**config.mk**
```make
export PLATFORM = sky130hd
export DESIGN_NAME = perf_counter_bank
export DESIGN_NICKNAME = d
export VERILOG_FILES = /design/src/rtl/perf_counter_bank.sv
export SDC_FILE = /design/constraint.sdc
export NUM_CORES = 1
export LEC_CHECK = 0
export ABC_CLOCK_PERIOD_IN_PS = 5000
export BUFFER_PORTS_ARGS = -buffer_cell sky130_fd_sc_hd__buf_4
export CAP_MARGIN = 25
export CORE_MARGIN = 1.5
export CORE_UTILIZATION = 60
export DETAILED_ROUTE_END_ITERATION = 10
export GPL_TIMING_DRIVEN = 0
export HOLD_SLACK_MARGIN = 0.02
export PLACE_DENSITY = 0.88
export SLEW_MARGIN = 20
export SYNTH_ARGS = -nofsm -noshare
export SYNTH_HDL_FRONTEND = slang
export SYNTH_SLANG_ARGS = --single-unit
export TNS_END_PERCENT = 30
```
**constraint.sdc**
```tcl
create_clock -name Clk -period 5 [get_ports Clk]
set_clock_uncertainty 0.15 [all_clocks]
set_input_delay 0.75 -clock Clk [delete_from_list [all_inputs] [get_ports Clk]]
set_output_delay 0.75 -clock Clk [all_outputs]
set_load 0.03 [all_outputs]
```
**src/rtl/perf_counter_bank.sv**
```systemverilog
// Bank of event counters with sticky overflow, halt freeze,
// atomic snapshot into shadow registers and a registered read port.
module perf_counter_bank #(
  parameter int WIDTH    = 16,
  parameter int NUM_CH   = 4,
  parameter int SATURATE = 0,
  parameter int SEL_W    = 2
) (
  input  logic              Clk,
  input  logic              Reset_N,
  input  logic [NUM_CH-1:0] i_event,
  input  logic [NUM_CH-1:0] i_clear,
  input  logic              i_halt,
  input  logic              i_snap,
  input  logic              i_rd_req,
  input  logic [SEL_W-1:0]  i_rd_sel,
  output logic [WIDTH-1:0]  o_rd_data,
  output logic              o_rd_valid,
  output logic [NUM_CH-1:0] o_ovf,
  output logic [WIDTH-1:0]  o_count0
);

  localparam logic [WIDTH-1:0] MAX = '1;

  logic [WIDTH-1:0]  live_q   [NUM_CH];
  logic [WIDTH-1:0]  live_d   [NUM_CH];
  logic [WIDTH-1:0]  shadow_q [NUM_CH];
  logic [WIDTH-1:0]  shadow_d [NUM_CH];
  logic [NUM_CH-1:0] ovf_q;
  logic [NUM_CH-1:0] ovf_d;
  logic [WIDTH-1:0]  rd_data_q;
  logic [WIDTH-1:0]  rd_data_d;
  logic              rd_valid_q;
  logic              rd_valid_d;

  // Clear beats event; snapshot always sees the pre-update live value.
  always_comb begin
    ovf_d = ovf_q;
    for (int c = 0; c < NUM_CH; c++) begin
      live_d[c]   = live_q[c];
      shadow_d[c] = i_snap ? live_q[c] : shadow_q[c];
      if (i_clear[c]) begin
        live_d[c] = '0;
        ovf_d[c]  = 1'b0;
      end else if (i_event[c] && !i_halt) begin
        if (live_q[c] == MAX) begin
          ovf_d[c] = 1'b1;
          if (SATURATE == 0) begin
            live_d[c] = '0;
          end
        end else begin
          live_d[c] = live_q[c] + WIDTH'(1);
        end
      end
    end
  end

  // Out-of-range selects answer with zero data.
  always_comb begin
    rd_valid_d = i_rd_req;
    rd_data_d  = rd_data_q;
    if (i_rd_req) begin
      rd_data_d = '0;
      for (int c = 0; c < NUM_CH; c++) begin
        if (i_rd_sel == SEL_W'(c)) begin
          rd_data_d = shadow_q[c];
        end
      end
    end
  end

  always_ff @(posedge Clk or negedge Reset_N) begin
    if (!Reset_N) begin
      for (int c = 0; c < NUM_CH; c++) begin
        live_q[c]   <= '0;
        shadow_q[c] <= '0;
      end
      ovf_q      <= '0;
      rd_data_q  <= '0;
      rd_valid_q <= 1'b0;
    end else begin
      for (int c = 0; c < NUM_CH; c++) begin
        live_q[c]   <= live_d[c];
        shadow_q[c] <= shadow_d[c];
      end
      ovf_q      <= ovf_d;
      rd_data_q  <= rd_data_d;
      rd_valid_q <= rd_valid_d;
    end
  end

  assign o_rd_data  = rd_data_q;
  assign o_rd_valid = rd_valid_q;
  assign o_ovf      = ovf_q;
  assign o_count0   = live_q[0];

endmodule

```
==> results by group <==
Detailed routing
  • Antenna Nets Post-Route: 0
  • Number of remaining DRC errors: 0
  • Met2 WL: 8.27 mm
  • Vias per cell: 6.30
  • M1 wire length: 6.81 mm
  • Detailed Route WL: 16.3 mm
  • Top layer in use: met4
  • 1st-iter DRT viols: 450
  • DR pass1 iterations: 5
  • Vias: 5053
  • Met3 wire length: 900 um
  • WL per Instance: 20.4 um

Clocking
  • Latest clock arrival within the worst-skew pair: 0.42 ns
  • CTS root buffer: clkbuf_16
  • Post-CTS Hold Buffers: 0
  • CTS Buffer Depth: 2
  • CTS tree: done
  • Postcts setup bufs: 0
  • H-tree Lvls: 4
  • Num CTS Buffers: 17
  • CTS sink cnt: 149
  • Clk slew on worst S/H paths: 0.06 ns
  • Post_cts resized: 0

Power
  • Switch Pwr: 574 uW
  • Clk pwr share: 0.495
  • Reg power frac: 0.456
  • Internal: 2.12 mW
  • Pwr Density: 329 mW/mm^2
  • Combinational power share: 0.049
  • VDD IR max: 0.000217 V
  • Switching part of the total: 0.213
  • LEAKAGE: 3.78 nW

STA
  • RSZ-0062 raised after global routing: false
  • Least-Margin Pin Slew: 0.667 ns
  • Final Cycle Share: 0.472
  • Max_slew headroom: 0.555
  • Final min period: 2.36 ns
  • Final hold vios: 0
  • # setup viols final: 0
  • Final setup TNS: 0 ns
  • Final worst-path setup slack: 2.64 ns
  • Maximum clock frequency: 0.424 GHz
  • Pins Over Slew Limit: 0

Setup path
  • Worst path cell trace: ha_1 -> nand4_1 -> nor4_1 -> a21o_1 -> buf_1 -> nor2_1
  • Worst stage delay on the critical path: 0.48 ns
  • Crit. End Element: flip-flop
  • Crit Path Max Fanout: 10
  • Slowest stage cell, crit path: nor4_1
  • Crit path required time: 5.13 ns
  • CP top delay family: simple AND/OR/NAND/NOR gates
  • CP arrival: 2.49 ns
  • Crit path launch type: flip-flop
  • Worst Path Class, Setup: flip-flop to flip-flop
  • Buf+Inv Stages, Crit Path: 1

Floorplan
  • Die W: 111 um
  • FP Rows: 39
  • Initial Util: 0.614
  • Top Ports: 52
  • Core ar.: 0.0114 sq mm
  • Die Area: 0.0123 sq mm
  • Die Ht: 111 um

Synthesis
  • Sequential share of the synthesized area: 0.532
  • Syn Nets: 599
  • Number of synthesized register bits: 149
  • Unique cell type count in the Yosys netlist: 44
  • Ys Warns: 0
  • Top_reg_cell synth: dfrtp_1
  • Syn avg cell area: 12.1 sq um
  • Async SR Flop Fraction: 1.00
  • Synthesized area: 0.00701 sq mm
  • EDFF count, synth: 0
  • Post-Syn Instances: 580

GRT
  • Antenna violations before repair: 0
  • First-pass GRT wire length: 26.3 mm
  • Pin count of the biggest net entering global routing: 109
  • Total GRT Usage: 0.277
  • Vias in the first global route: 4950
  • GRT overflow: 0

Layout
  • # nets final: 666
  • ANT cells: 0
  • Synthesis-to-layout area growth: 16.9%
  • Final design utilization: 0.717
  • Most common cell after layout, fill and taps aside: dfrtp_1
  • Layout cell share with drive strength beyond 1: 0.303
  • Most frequent cells in the layout: 149 x dfrtp_1, 80 x mux2_2, 62 x buf_4, 35 x a21oi_1, 31 x nor2_1

Placement
  • Setup slack at placement: 2.38 ns
  • RD Place Congestion: 0.864
  • Post-DP HPWL: 11.2 mm
  • IO Port Bufs: 47

Job
  • Max Cap Viol: 0

Min path
  • Min-delay worst type: primary input to asynchronous set/reset pin

Run status
  • Status: complete, no violations
registers in the layout (all words and copies together), names as in the netlist:
register / count
live_q: 48
o_rd_data: 16
o_count0: 16
shadow_q: 64
o_rd_valid: 1
o_ovf: 4
power groups by stage:
stage               sequential, mW  clock [mW]  combinational (mW)
global route                  1.23        1.39               0.146
floorplan                     1.25           0              0.0712
detailed placement            1.25           0               0.133
finish                        1.23        1.34               0.133
CTS                           1.23        1.34               0.135
global placement              1.25           0               0.125
final timing paths:
| check | endpoint | start | cells past startpoint | slack, ns |
|---|---|---|---|---|
| hold reg to reg | o_ovf[1] | o_ovf[1] | 1 | 0.35 |
| min in group Clk | o_rd_valid | i_rd_req | 1 | 0.30 |
| setup / recovery | live_q[6] | live_q[0] | 6 | 2.64 |
| setup reg to reg | live_q[6] | live_q[0] | 6 | 2.64 |
| hold / removal | live_q[41] | Reset_N | 1 | 0.06 |
| max in group asynchronous | live_q[2] | Reset_N | 2 | 3.81 |
cells by family after synthesis:
family          count (synthesis)  share of synthesized area
compound gates                100                     0.0930
xor+xnor                       26                     0.0325
simple gates                  150                      0.116
buf+inv                        55                     0.0398
flops                         149                      0.532
fa+ha+maj                       4                    0.00714
mux                            96                      0.180
synth_stat cells (13+ instances only):
library cell / number / area, sq um
dfrtp_1: 149 / 3730
o21ai_0: 23 / 115
nor2_1: 31 / 116
nand3_1: 14 / 70.1
clkbuf_1: 21 / 78.8
o2111ai_1: 13 / 114
mux4_2: 16 / 360
mux2_2: 80 / 901
or3_1: 19 / 119
xor2_1: 20 / 175
nand2_1: 28 / 105
buf_4: 16 / 120
a21oi_1: 35 / 175
layout make-up:
class | count | area, sq um
Timing Repair Buffer | 48 | 388
Clock buffer | 22 | 464
Clock inverter | 9 | 151
Tap cell | 143 | 179
Fill cell | 709 | 3230
Buffer | 44 | 238
Sequential cell | 149 | 3730
Inverter | 11 | 41.3
Multi-Input combinational cell | 376 | 3000
metrics by stage:
step           total power, mW  hold WS (ns)  std cells  instance area (sq um)
2_1_floorplan             1.32         0.304        580                   7010
6_report                  2.70        0.0561        802                   8190
3_5_place_dp              1.38         0.335        771                   7570
3_3_place_gp              1.37         0.325        770                   7540
4_1_cts                   2.71        0.0608        802                   8190
5_1_grt                   2.77        0.0720        802                   8190
metal layers:
metal	global-route usage	vias up
met2	0.466	208
li1	-	2261
met4	0.105	0
met3	0.0465	24
met5	0	-
met1	0.367	2560
Note: power is estimated with default switching activity, not from simulation.
